<file path="src/rtl/if_fetch_ctrl_pkg.sv">
// Shared definitions for the instruction-fetch front end: bus layout,
// default reset vector, exception bit index and fetch FSM encodings.
package if_fetch_ctrl_pkg;

    localparam int          EBUS_W_DFLT    = 16;
    localparam int          IFREG_BUS_LEN  = EBUS_W_DFLT + 64;
    localparam int          EBUS_ADEF_DFLT = 0;
    localparam logic [31:0] RESET_PC_DFLT  = 32'h1c000000;

    typedef enum logic [1:0] {
        ST_IDLE = 2'd0,
        ST_REQ  = 2'd1,
        ST_WAIT = 2'd2,
        ST_HOLD = 2'd3
    } fetch_state_t;

    // A fetch target that is not word aligned raises ADEF instead of a request.
    function automatic logic pc_misaligned(input logic [31:0] pc);
        return pc[1:0] != 2'b00;
    endfunction

endpackage

</file>
<file path="src/rtl/if_fetch_ctrl_inst_buf.sv">
// One-entry instruction buffer between the SRAM response and ID.
// Only the valid flag is reset; the payload is meaningful only while valid.
module if_inst_buf #(
    parameter int EBUS_W = 16
) (
    input  logic              clk,
    input  logic              reset,
    input  logic              fill,
    input  logic              drain,
    input  logic              flush,
    input  logic [31:0]       fill_inst,
    input  logic [31:0]       fill_pc,
    input  logic [EBUS_W-1:0] fill_ebus,
    output logic              buf_valid,
    output logic [EBUS_W+63:0] buf_bus
);

    logic [EBUS_W-1:0] ebus_q;
    logic [31:0]       inst_q;
    logic [31:0]       pc_q;

    // Valid flag: a fill in the same cycle as a drain/flush keeps the entry occupied.
    always_ff @(posedge clk or posedge reset) begin
        if (reset) begin
            buf_valid <= 1'b0;
        end else if (fill) begin
            buf_valid <= 1'b1;
        end else if (drain || flush) begin
            buf_valid <= 1'b0;
        end
    end

    // Payload capture on fill.
    always_ff @(posedge clk) begin
        if (fill) begin
            ebus_q <= fill_ebus;
            inst_q <= fill_inst;
            pc_q   <= fill_pc;
        end
    end

    assign buf_bus = {ebus_q, inst_q, pc_q};

endmodule

</file>
<file path="src/rtl/if_fetch_ctrl.sv">
// Pre-IF/IF fetch sequencer for an SRAM-like instruction port. Owns the
// fetch PC, keeps at most one transaction outstanding, drops responses that
// a redirect made stale, and holds the returned instruction until ID takes it.
module if_fetch_ctrl
    import if_fetch_ctrl_pkg::*;
#(
    parameter logic [31:0] RESET_PC  = RESET_PC_DFLT,
    parameter int          EBUS_W    = EBUS_W_DFLT,
    parameter int          EBUS_ADEF = EBUS_ADEF_DFLT
) (
    input  logic               clk,
    input  logic               reset,
    input  logic               redirect_valid,
    input  logic [31:0]        redirect_pc,
    input  logic               ID_allow_in,
    output logic               inst_sram_req,
    output logic               inst_sram_wr,
    output logic [1:0]         inst_sram_size,
    output logic [3:0]         inst_sram_wstrb,
    output logic [31:0]        inst_sram_wdata,
    output logic [31:0]        inst_sram_addr,
    input  logic               inst_sram_addr_ok,
    input  logic               inst_sram_data_ok,
    input  logic [31:0]        inst_sram_rdata,
    output logic               IFreg_valid,
    output logic [EBUS_W+63:0] IFreg_bus
);

    fetch_state_t      state, state_nxt;
    logic [31:0]       fetch_pc, fetch_pc_nxt;
    logic [31:0]       pend_pc, pend_pc_nxt;
    logic              cancel, cancel_nxt;

    logic              go_req;
    logic [31:0]       go_pc;
    logic              buf_fill, buf_drain, buf_flush;
    logic [31:0]       fill_inst, fill_pc;
    logic [EBUS_W-1:0] fill_ebus;
    logic              buf_valid;

    assign inst_sram_wr    = 1'b0;
    assign inst_sram_size  = 2'b10;
    assign inst_sram_wstrb = 4'b0000;
    assign inst_sram_wdata = 32'h0;

    // Control state: FSM, fetch PC, pending redirect target and cancel flag.
    always_ff @(posedge clk or posedge reset) begin
        if (reset) begin
            state    <= ST_IDLE;
            fetch_pc <= RESET_PC;
            pend_pc  <= RESET_PC;
            cancel   <= 1'b0;
        end else begin
            state    <= state_nxt;
            fetch_pc <= fetch_pc_nxt;
            pend_pc  <= pend_pc_nxt;
            cancel   <= cancel_nxt;
        end
    end

    // Next-state, request and buffer control. Every path that starts a new
    // fetch sets go_req/go_pc; the common tail below turns that into either a
    // request or a direct ADEF load of the buffer.
    always_comb begin
        state_nxt      = state;
        fetch_pc_nxt   = fetch_pc;
        pend_pc_nxt    = pend_pc;
        cancel_nxt     = cancel;
        go_req         = 1'b0;
        go_pc          = fetch_pc;
        buf_fill       = 1'b0;
        buf_drain      = 1'b0;
        buf_flush      = 1'b0;
        fill_inst      = inst_sram_rdata;
        fill_pc        = fetch_pc;
        fill_ebus      = '0;
        inst_sram_req  = 1'b0;
        inst_sram_addr = fetch_pc;

        case (state)
            ST_IDLE: begin
                go_req = 1'b1;
                go_pc  = redirect_valid ? redirect_pc : fetch_pc;
            end
            ST_REQ: begin
                // Request stays stable; a redirect only records its target.
                inst_sram_req = 1'b1;
                if (redirect_valid) begin
                    cancel_nxt  = 1'b1;
                    pend_pc_nxt = redirect_pc;
                end
                if (inst_sram_addr_ok) begin
                    state_nxt = ST_WAIT;
                end
            end
            ST_WAIT: begin
                if (inst_sram_data_ok) begin
                    if (redirect_valid) begin
                        go_req     = 1'b1;
                        go_pc      = redirect_pc;
                        cancel_nxt = 1'b0;
                    end else if (cancel) begin
                        go_req     = 1'b1;
                        go_pc      = pend_pc;
                        cancel_nxt = 1'b0;
                    end else begin
                        buf_fill  = 1'b1;
                        state_nxt = ST_HOLD;
                    end
                end else if (redirect_valid) begin
                    cancel_nxt  = 1'b1;
                    pend_pc_nxt = redirect_pc;
                end
            end
            ST_HOLD: begin
                if (redirect_valid) begin
                    buf_flush = 1'b1;
                    go_req    = 1'b1;
                    go_pc     = redirect_pc;
                end else if (ID_allow_in) begin
                    // Drain and request the next word in the same cycle.
                    buf_drain = 1'b1;
                    go_req    = 1'b1;
                    go_pc     = fetch_pc + 32'd4;
                    if (!pc_misaligned(go_pc)) begin
                        inst_sram_req  = 1'b1;
                        inst_sram_addr = go_pc;
                    end
                end
            end
            default: begin
                state_nxt = ST_IDLE;
            end
        endcase

        if (go_req) begin
            fetch_pc_nxt = go_pc;
            if (pc_misaligned(go_pc)) begin
                buf_fill             = 1'b1;
                fill_inst            = 32'h0;
                fill_pc              = go_pc;
                fill_ebus[EBUS_ADEF] = 1'b1;
                state_nxt            = ST_HOLD;
            end else if (inst_sram_req && inst_sram_addr_ok) begin
                state_nxt = ST_WAIT;
            end else begin
                state_nxt = ST_REQ;
            end
        end
    end

    if_inst_buf #(
        .EBUS_W (EBUS_W)
    ) u_inst_buf (
        .clk       (clk),
        .reset     (reset),
        .fill      (buf_fill),
        .drain     (buf_drain),
        .flush     (buf_flush),
        .fill_inst (fill_inst),
        .fill_pc   (fill_pc),
        .fill_ebus (fill_ebus),
        .buf_valid (buf_valid),
        .buf_bus   (IFreg_bus)
    );

    assign IFreg_valid = buf_valid & ~redirect_valid;

endmodule

</file>
<file path="config.mk">
export PLATFORM = sky130hd
export DESIGN_NAME = if_fetch_ctrl
export DESIGN_NICKNAME = d
export VERILOG_FILES = /design/src/rtl/if_fetch_ctrl_pkg.sv /design/src/rtl/if_fetch_ctrl_inst_buf.sv /design/src/rtl/if_fetch_ctrl.sv
export SDC_FILE = /design/constraint.sdc
export NUM_CORES = 1
export LEC_CHECK = 0
export ABC_AREA = 1
export BUFFER_PORTS_ARGS = -buffer_cell sky130_fd_sc_hd__clkbuf_2
export CORE_MARGIN = 4
export CORE_UTILIZATION = 50
export CTS_BUF_LIST = sky130_fd_sc_hd__clkbuf_4 sky130_fd_sc_hd__clkbuf_8
export DETAILED_ROUTE_END_ITERATION = 6
export GPL_TIMING_DRIVEN = 0
export PLACE_DENSITY = 0.76
export SLEW_MARGIN = 20
export SYNTH_ARGS = -nofsm -noshare
export SYNTH_HDL_FRONTEND = slang
export SYNTH_SLANG_ARGS = --single-unit
</file>
<file path="constraint.sdc">
create_clock -name clk -period 8.65 [get_ports clk]
set_input_delay 2.1625 -clock clk [delete_from_list [all_inputs] [get_ports clk]]
set_output_delay 2.1625 -clock clk [all_outputs]
set_load 0.02 [all_outputs]
</file>
==> flow_summary.yaml <==
drt:
  vias_per_cell: 5.32
  vias: 8973
  ant_nets: 0
  drt-met1-wl_um: 14100
  top_layer: "met4"
  met2_length_um: 13600
  first_pass_iters: 6
  post-route-drc-count: 0
  drtIter0Drc: 1234
  routedWlPerCell_um: 19.1
  drt-total-wl_um: 32100
  wl_met3_um: 3480
global_routing:
  antenna_found_initial: 0
  grt_pass1_vias: 8393
  overflow: 0
  grt_max_degree: 43
  grt_util_all_layers: 0.316
  grt_pass1_wl_um: 48500
clock_network:
  numCtsBuffers: 17
  cts-resized-gates: 0
  clkTransAtPathRegs_ns: 0.08
  h-tree-depth: 4
  numClockSinks: 133
  hold_buffers: 0
  clock_latency_ns: 0.48
  post_cts_buffers: 0
  cts_tree: "yes"
  clock-root-buffer: "clkbuf_8"
  cts_buffer_depth: 2
setup_path:
  cp-end-kind: "output port"
  start_kind: "primary input"
  r2r_start: "state[0]"
  cp_max_fo: 10
  required_ns: 6.49
  r2r_setup_slack_ns: 5.22
  path_class: "primary input to output port"
  worstRegToRegCells: 16
  critPathArrivalTime_ns: 4.04
  reg2reg_to: "u_inst_buf.pc_q[28]"
synth:
  synth_warnings: 0
  synth_cell_type_count: 51
  synth_cells: 1208
  ys_ff_latch: 133
  ys_seq_area_frac: 0.411
  synth_area_um2: 8910
  syn_area_per_cell_um2: 7.38
hold_path:
  hold_start: "pend_pc[25]"
  worstHoldPathType: "flop to flop"
  min_delay_path_depth: 2
  holdPathEnd: "pend_pc[25]"
timing:
  finClkSkew_ns: 0.0247
  finalMaxSlewViolations: 0
  setup_viol: 0
  rsz0062_at_grt: "false"
  tns_ns: 0
  relSlewSlack: 0.472
  post-route-period-util: 0.718
  maxClockFrequency_ghz: 0.161
  hold_viol: 0
  whs_ns: 0.479
  setup_slack_ns: 2.44
  finalCriticalPeriod_ns: 6.21
  worstMarginPinSlew_ns: 0.789
placement:
  io_buffers: 167
  place_ws_ns: 2.50
  gp_congestion: 1.01
  hpwl_um: 25300
  post_dp_cell_area_um2: 10300
floorplanning:
  num_rows: 48
  start_util: 0.513
  pin_count: 223
  die_x_um: 142
  dieArea_um2: 20000
  die_height_um: 142
  core_um2: 17400
finish:
  fin_area_um2: 10700
  final_common_cell: "nand2_1"
  drive_gt1_frac: 0.241
  fill_cells: 1587
  final_cell_mix: "337 x nand2_1, 168 x clkbuf_2, 125 x o21ai_0"
  fin_nets: 1524
  area_delta_synth_final_pct: 20.0
  antenna_cells: 0
power:
  power_density_nw_per_um2: 380
  vdd_drop_max_mv: 0.189
  p_leak_nw: 5.23
run:
  cap_violations: 0
run_status:
  status: "finished, final reports clean"
## worst max-delay path: stages
cell	delay, ns
clkbuf_2	0.23
nand2_4	0.15
inv_4	0.17
nand2_2	0.09
inv_2	0.11
nand2_4	0.15
inv_1	0.21
buf_2	0.29
nand2_1	0.07
o21ai_0	0.15
clkbuf_2	0.24
## sequential cells by signal (all words and copies together), names as in the netlist
signal and flops:
fetch_pc 32, u_inst_buf.ebus_q 1, state 2, pend_pc 32, u_inst_buf.buf_valid 1, cancel 1
u_inst_buf.pc_q 32, u_inst_buf.inst_q 32
## area by class of cell
cell class                 instances  area (µm²)  area share
buffer                           113         713      0.0667
clock buffer                      17         234      0.0219
clock inverter                    15         143      0.0133
inverter                         136         523      0.0489
multi-input combinational        878        4220       0.395
sequential                       133        3660       0.342
tap                              225         282      0.0263
timing repair buffer             170         918      0.0858
## kinds of logic after synthesis
group                      synth area share
AOI/OAI and AO/OA                     0.144
and+or+nand+nor                       0.272
xor gates and xnor gates             0.0265
DFF                                   0.411
adders and majority gates           0.00702
other                              0.000843
buffers and inverters                 0.138
## routing by layer
metal / up-vias / track usage
li1: 4302 / -
met1: 4047 / 0.459
met2: 555 / 0.473
met3: 69 / 0.0630
met4: 0 / 0.114
met5: - / 0
## power by group
group | total (mW) | leakage [nW] | switching (mW) | internal [mW]
combinational | 2.34 | 3.61 | 1.68 | 0.661
clock | 0.525 | 0.185 | 0.292 | 0.233
sequential | 1.20 | 1.44 | 0.159 | 1.04
total | 4.06 | 5.23 | 2.13 | 1.94
## cell usage after synthesis (all sizes together)
library cell	instances	area (µm²)
edfxtp	65	1950
o2111ai	2	17.5
nor4	1	6.26
nand3	76	390
dfstp	6	158
a21o	2	15.0
nor2	98	437
ha	5	62.6
conb	2	7.51
dfrtp	62	1550
or2	2	12.5
a21oi	59	299
clkbuf	23	87.6
inv	136	521
a21boi	3	22.5
nand2	352	1380
a211oi	2	15.0
o21bai	1	7.51
a31oi	3	18.8
o21a	5	37.5
nor3	10	81.3
o221ai	3	26.3
o21ai	138	691
nand3b	2	27.5
a32o	1	10.0
buf	90	626
o211ai	10	75.1
and2	1	6.26
a221oi	2	17.5
nand4	14	87.6
xnor2	1	8.76
o22ai	5	31.3
xor2	26	228
## worst max-delay path by stage
| stage | startpoint | to | slack (ns) | cells after the start |
|---|---|---|---|---|
| floorplan | redirect_valid | u_inst_buf.ebus_q[0] | 0.97 | 4 |
| global placement | inst_sram_data_ok | u_inst_buf.pc_q[20] | -1.18 | 4 |
| detailed placement | ID_allow_in | inst_sram_addr[29] | 2.50 | 11 |
| CTS | ID_allow_in | inst_sram_addr[29] | 2.50 | 11 |
| global route | ID_allow_in | inst_sram_addr[15] | 2.35 | 11 |
| finish | ID_allow_in | inst_sram_addr[29] | 2.44 | 11 |
## through the flow
| stage | util | instances | power [mW] |
|---|---|---|---|
| finish | 0.616 | 1687 | 4.06 |
| global route | 0.616 | 1687 | 4.31 |
| CTS | 0.616 | 1687 | 4.01 |
| detailed placement | 0.595 | 1655 | 3.49 |
| global placement | 0.589 | 1652 | 3.44 |
| floorplan | - | 1260 | 2.68 |
Note: power is estimated with default switching activity, not from simulation.
